$ cat src/rtl/sdram_arbiter.sv
`default_nettype none
// ============================================================================
// Module      : sdram_arbiter
// Description : Shares the single user port of the sdram controller between a
//               high-priority streaming requester (port A) and a general
//               requester (port B). One single-word access is granted at a
//               time. Read data comes back with a one-cycle acknowledge, and a
//               watchdog flags a hung controller.
// Revision    : 1.0 - initial release
// ----------------------------------------------------------------------------
// Parameters:
//   AW    - word address width
//   DW    - data width
//   TMO_W - watchdog counter width; timeout on the (2^TMO_W-1)th WAIT cycle
// Ports:
//   clock, reset             - sole clock, synchronous active-high reset
//   a_req/a_we/a_addr/a_wdata - port A level request and command
//   a_ack, a_gnt              - port A completion strobe and ownership flag
//   b_*                       - same as port A, for port B
//   rdata                     - read data, valid while either ack is high
//   ctl_ready                 - controller initialised and idle
//   ctl_req/ctl_we/ctl_addr/ctl_wdata - registered command to the controller
//   ctl_done, ctl_rdata       - controller completion strobe and read data
//   timeout                   - sticky watchdog error flag
// Configuration macro:
//   SDRAM_ARB_RR_EN - defined: round-robin between A and B;
//                     undefined: fixed priority, A always beats B.
// ============================================================================
module sdram_arbiter #(
    parameter int unsigned AW    = 24,
    parameter int unsigned DW    = 16,
    parameter int unsigned TMO_W = 8
) (
    input  logic          clock,
    input  logic          reset,
    input  logic          a_req,
    input  logic          a_we,
    input  logic [AW-1:0] a_addr,
    input  logic [DW-1:0] a_wdata,
    output logic          a_ack,
    output logic          a_gnt,
    input  logic          b_req,
    input  logic          b_we,
    input  logic [AW-1:0] b_addr,
    input  logic [DW-1:0] b_wdata,
    output logic          b_ack,
    output logic          b_gnt,
    output logic [DW-1:0] rdata,
    input  logic          ctl_ready,
    output logic          ctl_req,
    output logic          ctl_we,
    output logic [AW-1:0] ctl_addr,
    output logic [DW-1:0] ctl_wdata,
    input  logic          ctl_done,
    input  logic [DW-1:0] ctl_rdata,
    output logic          timeout
);

    localparam logic [2:0] c_IDLE  = 3'd0;
    localparam logic [2:0] c_ISSUE = 3'd1;
    localparam logic [2:0] c_WAIT  = 3'd2;
    localparam logic [2:0] c_DONE  = 3'd3;
    localparam logic [2:0] c_REST  = 3'd4;

    localparam logic [TMO_W-1:0] c_WDOG_ONE = TMO_W'(1);
    localparam logic [TMO_W-1:0] c_WDOG_MAX = '1;

    logic [2:0]       r_state;
    logic [TMO_W-1:0] r_wdog;
    logic [TMO_W-1:0] w_wdog_inc;
    logic             w_grant_b;

`ifdef SDRAM_ARB_RR_EN
    // Set when B should win the next simultaneous request (A granted last).
    logic r_rr_b;

    always_comb begin
        w_grant_b = b_req && (!a_req || r_rr_b);
    end
`else
    always_comb begin
        w_grant_b = b_req && !a_req;
    end
`endif

    // The counter holds the number of completed WAIT cycles, so the
    // incremented value reaches all-ones on the (2^TMO_W-1)th WAIT cycle.
    always_comb begin
        w_wdog_inc = r_wdog + c_WDOG_ONE;
    end

    always_ff @(posedge clock) begin
        if (reset) begin
            r_state   <= c_IDLE;
            r_wdog    <= '0;
            ctl_req   <= 1'b0;
            ctl_we    <= 1'b0;
            ctl_addr  <= '0;
            ctl_wdata <= '0;
            rdata     <= '0;
            a_ack     <= 1'b0;
            b_ack     <= 1'b0;
            a_gnt     <= 1'b0;
            b_gnt     <= 1'b0;
            timeout   <= 1'b0;
`ifdef SDRAM_ARB_RR_EN
            r_rr_b    <= 1'b0;
`endif
        end else begin
            case (r_state)
                c_IDLE: begin
                    if (ctl_ready && (a_req || b_req)) begin
                        ctl_req <= 1'b1;
                        r_wdog  <= '0;
                        r_state <= c_ISSUE;
                        if (w_grant_b) begin
                            b_gnt     <= 1'b1;
                            ctl_we    <= b_we;
                            ctl_addr  <= b_addr;
                            ctl_wdata <= b_wdata;
`ifdef SDRAM_ARB_RR_EN
                            r_rr_b    <= 1'b0;
`endif
                        end else begin
                            a_gnt     <= 1'b1;
                            ctl_we    <= a_we;
                            ctl_addr  <= a_addr;
                            ctl_wdata <= a_wdata;
`ifdef SDRAM_ARB_RR_EN
                            r_rr_b    <= 1'b1;
`endif
                        end
                    end
                end

                c_ISSUE: begin
                    ctl_req <= 1'b0;
                    r_state <= c_WAIT;
                end

                c_WAIT: begin
                    r_wdog <= w_wdog_inc;
                    // A completion in the saturating cycle takes precedence.
                    if (ctl_done) begin
                        rdata   <= ctl_rdata;
                        a_ack   <= a_gnt;
                        b_ack   <= b_gnt;
                        r_state <= c_DONE;
                    end else if (w_wdog_inc == c_WDOG_MAX) begin
                        timeout <= 1'b1;
                        rdata   <= '0;
                        a_ack   <= a_gnt;
                        b_ack   <= b_gnt;
                        r_state <= c_DONE;
                    end
                end

                c_DONE: begin
                    a_ack   <= 1'b0;
                    b_ack   <= 1'b0;
                    r_wdog  <= '0;
                    r_state <= c_REST;
                end

                c_REST: begin
                    // Dead cycle lets the requester drop req before IDLE.
                    a_gnt   <= 1'b0;
                    b_gnt   <= 1'b0;
                    r_state <= c_IDLE;
                end

                default: begin
                    r_state <= c_IDLE;
                end
            endcase
        end
    end

endmodule
`default_nettype wire

$ cat config.mk
export PLATFORM = sky130hd
export DESIGN_NAME = sdram_arbiter
export DESIGN_NICKNAME = d
export VERILOG_FILES = /design/src/rtl/sdram_arbiter.sv
export SDC_FILE = /design/constraint.sdc
export NUM_CORES = 1
export LEC_CHECK = 0
export BUFFER_PORTS_ARGS = -buffer_cell sky130_fd_sc_hd__buf_2
export CORE_ASPECT_RATIO = 2
export CORE_MARGIN = 2
export CORE_UTILIZATION = 30
export DETAILED_ROUTE_END_ITERATION = 16
export PLACE_DENSITY = 0.68
export SYNTH_ARGS = -nofsm -noshare
export SYNTH_HDL_FRONTEND = slang
export SYNTH_SLANG_ARGS = --single-unit
$ cat constraint.sdc
create_clock -name clock -period 2.2 [get_ports clock]
set_clock_uncertainty 0.15 [all_clocks]
set_input_delay 0.22 -clock clock [delete_from_list [all_inputs] [get_ports clock]]
set_output_delay 0.22 -clock clock [all_outputs]
set_load 0.01 [all_outputs]
# Word level (Yosys, flattened, before mapping)
# Index checks and enable logic that the tools add are counted.
[word_totals] register_bits=74 latchBits=0 ram_bits=0 mem_bits_ro=0 elab_cells=67 mem_count=0
[classes] add_sub_neg=1 mul=0 div=0 n_lt_le_gt_ge=0 eq_ne=9 shifts=0 mux=25 n_bitwise=1 n_reduce_logical=19
[op_table] op="2-to-1 mux 16 bit" count=3
[op_table] op="2-to-1 mux 24 bit" count=1
[op_table] op="case mux 8 bit (3 select lines)" count=1
[op_table] op="case mux 3 bit (4 select lines)" count=1
[op_table] op="AND reduction 2 bit" count=6
[op_table] op="2-to-1 mux 1 bit" count=10
[op_table] op="case mux 1 bit (2 select lines)" count=5
[op_table] op="2-to-1 mux 3 bit" count=3
[op_table] op="AND reduction 3 bit" count=3
[op_table] op="adder 8 x 1 -> 8 bit (second input constant)" count=1
[op_table] op="equality test 8 bit (second input constant)" count=1
[op_table] op="2-to-1 mux 8 bit" count=1
[op_table] op="nonzero test 2 bit" count=4
[op_table] op="equality test 3 x 2 -> 1 bit (second input constant)" count=2
[op_table] op="!= test 2 bit (second input constant)" count=3
[op_table] op="equality test 3 x 1 -> 1 bit (second input constant)" count=1
[op_table] op="equality test 3 bit (second input constant)" count=1
[op_table] op="zero test 3 bit" count=1
[op_table] op="!= test 3 bit (second input constant)" count=1
[op_table] op="nonzero test 3 bit" count=1
[op_table] op="logical AND 1 bit" count=2
[op_table] op="zero test 1 bit" count=1
[op_table] op="logical OR 1 bit" count=1
[op_table] op="inverter 1 bit" count=1

# Logic depth before layout (Yosys ltp)
[logic_depth] depth_word=5 mapped_depth=8 depth_no_buf=6

# Worst setup path after synthesis
# No wires, ideal clock.
[synth_path] path_kind="reg-to-reg" startpoint="register r_wdog[0]" endpoint="register rdata[10]" setup_ps=130 arrival_ps=1922 required_time_ps=1920 slack_ps=-2 path_stages_with_launch=9 path_buffers=2 period_less_slack_ps=2202 path_cell_list="dfxtp_1 -> ha_1 -> nand3_1 -> or3_1 -> a221oi_2 -> and2_1 -> buf_6 -> buf_12 -> o32ai_1"
[synth_via] elab_chain_len=4
[synth_rtl] item="from (decl)" line="69" text="logic [TMO_W-1:0] r_wdog;"
[synth_rtl] item="from (signal assigned)" line="142" text="r_wdog <= w_wdog_inc;"
[synth_rtl] item="adder 8 x 1 -> 8 bit" line="89" text="w_wdog_inc = r_wdog + c_WDOG_ONE;"
[synth_rtl] item="equality test 8 bit" line="149" text="end else if (w_wdog_inc == c_WDOG_MAX) begin"
[synth_rtl] item="nonzero test 2 bit (no line)"
[synth_rtl] item="AND reduction 2 bit (no line)"
[synth_rtl] item="to (signal assigned)" line="145" text="rdata <= ctl_rdata;"
[synth_rtl] item="to (decl)" line="48" text="output logic [DW-1:0] rdata,"
# Every way passes these cells.
# A chain may end at the register's enable or synchronous reset.

# Worst setup path in the final report
[layout_path] startpoint="register r_wdog[0]" endpoint="register a_ack"
[layout_via] elab_chain_len=4
[layout_rtl] item="adder 8 x 1 -> 8 bit" line="89"
[layout_rtl] item="equality test 8 bit" line="149"
[layout_rtl] item="!= test 3 bit (no line)"
[layout_rtl] item="AND reduction 2 bit (no line)"
[layout_rtl] item="to (signal assigned)" line="146" text="a_ack <= a_gnt;"
[layout_rtl] item="to (signal assigned)" line="152" text="a_ack <= a_gnt;"
[layout_rtl] item="to (decl)" line="40" text="output logic a_ack,"
# Every way passes these cells.

==> qor.yml <==
outcome: "complete, no violations"
fin_crit_ns: 2.107
grt_pass1_vias: 3259
fmax_ghz: 0.4746
cts.path.max_buffers: 2
post-route-util_pct: 42.95
cp.arrival_ns: 2.16
drt_first_pass_iters: 4
cp.required_ns: 2.26
ys.flop_type: "dfxtp_1"
routed_wl_mm: 9.285
syn_inst: 373
crit_path_top_delay_cell: "or3_1"
die_w_um: 78.73
slew_viol_final: 0
die_y_um: 153.5
min_from: "ctl_rdata[7]"
vdd_drop_max_uv: 419.8
dp_cells: 662
clock_sinks: 74
slew_headroom_pct: 64.39
setup_slack_ns: 0.09306
place_congestion: 0.8042
grt_max_degree: 86
drc: 0
multiInputGateArea_sq_mm: 0.001669
avgSynthCellArea_sq_um: 8.983
tritoncts: "yes"
max_stage_delay_ns: 0.33
synth_seq_cells: 74
dp_worst_setup_slack_ns: 0.09088
rows: 54
h-tree-depth: 3
grt_first_pass_wirelength_mm: 14.81
areaGrowthSynthToFinish_pct: 39.43
n_antenna_cell: 0
finalSetupTns_ns: 0
post-cts-setup-buffers: 0
busiest_layer: "met2"
yosysSeqAreaShare_pct: 44.21
root_buffer: "clkbuf_16"
layout_common_cells: "buf_2 (166), dfxtp_1 (74), nor2_1 (56), a211oi_1 (44), mux2i_1 (41)"
use_met3_pct: 3.365
path_cells: "ha_2 > buf_4 > and3_1 > a32oi_1 > o21ai_1 > and4_2 > or3_1"
cp.buffers_inverters: 1
ant_nets: 0
drt_iter0_drc: 160
use_met1_pct: 15.17
critPathKind: "reg -> reg"
numCtsBuffers: 9
clkTransAtPathRegs_ns: 0.06
synth_edf_count: 0
synth_cell_type_count: 40
cp_top_family: "simple AND/OR/NAND/NOR gates"
finalCritPeriodShare_pct: 95.77
p_total_mw: 3.602
core_area_sq_mm: 0.01088
numPortBuffers: 166
async_flop_share_pct: 0
ctsResizeCount: 0
hpwl_mm: 6.973
postCtsHoldBufs: 0
detail_route.wl_per_cell_um: 13.69
power_leakage_nw: 2.123
worst_setup_path_start_kind: "flip-flop"
design.portCount: 167
syn_area_sq_mm: 0.003351
nNetsFinal: 639
gr-usage-met2_pct: 28.73
maxCapViolCount: 0
path_max_fanout: 6
regArea_sq_mm: 0.001481
ys_warn_count: 0
viasPerCell: 4.879
fillCellCount: 1070
via_count: 3308
instances_no_fill: 678
startpoint: "r_wdog[0]"
grt.total_usage_pct: 15.17
worst_slew_pin_slew_ns: 0.5341
p_per_area_mw_per_mm2: 771.1
finalHoldViolCount: 0
hp-class: "in -> reg"
setup_viol: 0
final_common_cell: "buf_2"
dieArea_sq_mm: 0.01208
timing.rr.start: "r_wdog[0]"
start_util_pct: 30.80
drive_gt1_share_pct: 38.10
synthesis.nets: 479
antenna_found_initial: 0
grt.overflow.total: 0
endpoint_kind: "flip-flop"
clock_latency_ns: 0.32
## metal layers
layer	vias up	share of wire, %
met5	-	0
met4	0	2.8
met3	20	4.8
met2	99	56
met1	1516	37
li1	1673	-
## power breakdown
group          switching [mW]  leakage [nW]  internal [mW]
Combinational           0.351          1.37          0.289
Clock                   0.532         0.143          0.909
Sequential             0.0677         0.606           1.45
Total                   0.951          2.12           2.65
## kinds of logic (layout without fill, tap and decap cells)
family | count (synthesis) | in the layout | share of synthesized area [%]
buffers and inverters | 51 | 216 | 6.572
xor gates and xnor gates | 1 | 1 | 0.2614
muxes | 41 | 41 | 12.25
AOI/OAI and AO/OA | 91 | 91 | 19.45
and+or+nand+nor | 113 | 113 | 16.51
DFF | 74 | 74 | 44.21
adders and majority gates | 2 | 2 | 0.7467
## per-stage QoR
step | cell area (sq um) | hold WS (ns)
after CTS | 4671 | 0.002132
after detailed placement | 4373 | 0.3159
after global placement | 4373 | 0.3150
after floorplan | 3353 | 0.2283
final | 4672 | 0.01195
after global routing | 4672 | 0.009809
## layout make-up
class | count | share of cell area [%]
Clock buffer | 12 | 5.276
Sequential cell | 74 | 31.71
Inverter | 20 | 1.607
Tap cell | 140 | 3.749
Clock inverter | 4 | 1.098
Multi-Input combinational cell | 248 | 35.73
Timing Repair Buffer | 180 | 20.84
## worst reg2reg max path: stages (launching register included)
cell     delay, ns
dfxtp_1       0.31
ha_2          0.19
buf_4         0.15
and3_1        0.21
a32oi_1       0.24
o21ai_1       0.16
and4_2        0.25
or3_1         0.33
## final timing paths
path / slack, ns / endpoint / cells after the start
setup / recovery: 0.09 / a_ack / 7
hold / removal: 0.01 / rdata[7] / 3
setup reg to reg: 0.09 / a_ack / 7
hold reg to reg: 0.32 / timeout / 1
## cells in the mapped netlist, types with 2 or more instances
master	n	area [sq um]
a211oi_1	44	330.3
a21oi_1	13	65.06
and2_1	4	25.02
and3_1	2	12.51
and4_2	2	20.02
buf_1	3	11.26
buf_2	4	20.02
clkbuf_1	22	82.58
dfxtp_1	74	1481
ha_1	2	25.02
inv_1	19	71.32
mux2i_1	41	410.4
nand2_1	4	15.01
nand3_1	25	125.1
nor2_1	56	210.2
nor2b_1	3	18.77
nor3_1	2	10.01
o21ai_0	12	60.06
o32ai_1	16	140.1
or3_1	5	31.28
## sequential cells by signal, indices dropped and copies added, names as in the netlist
register   count
r_wdog         8
ctl_wdata     16
ctl_req        1
b_gnt          1
ctl_addr      24
b_ack          1
timeout        1
a_ack          1
a_gnt          1
r_state        3
ctl_we         1
rdata         16
Power figures use the tool's default switching activity.
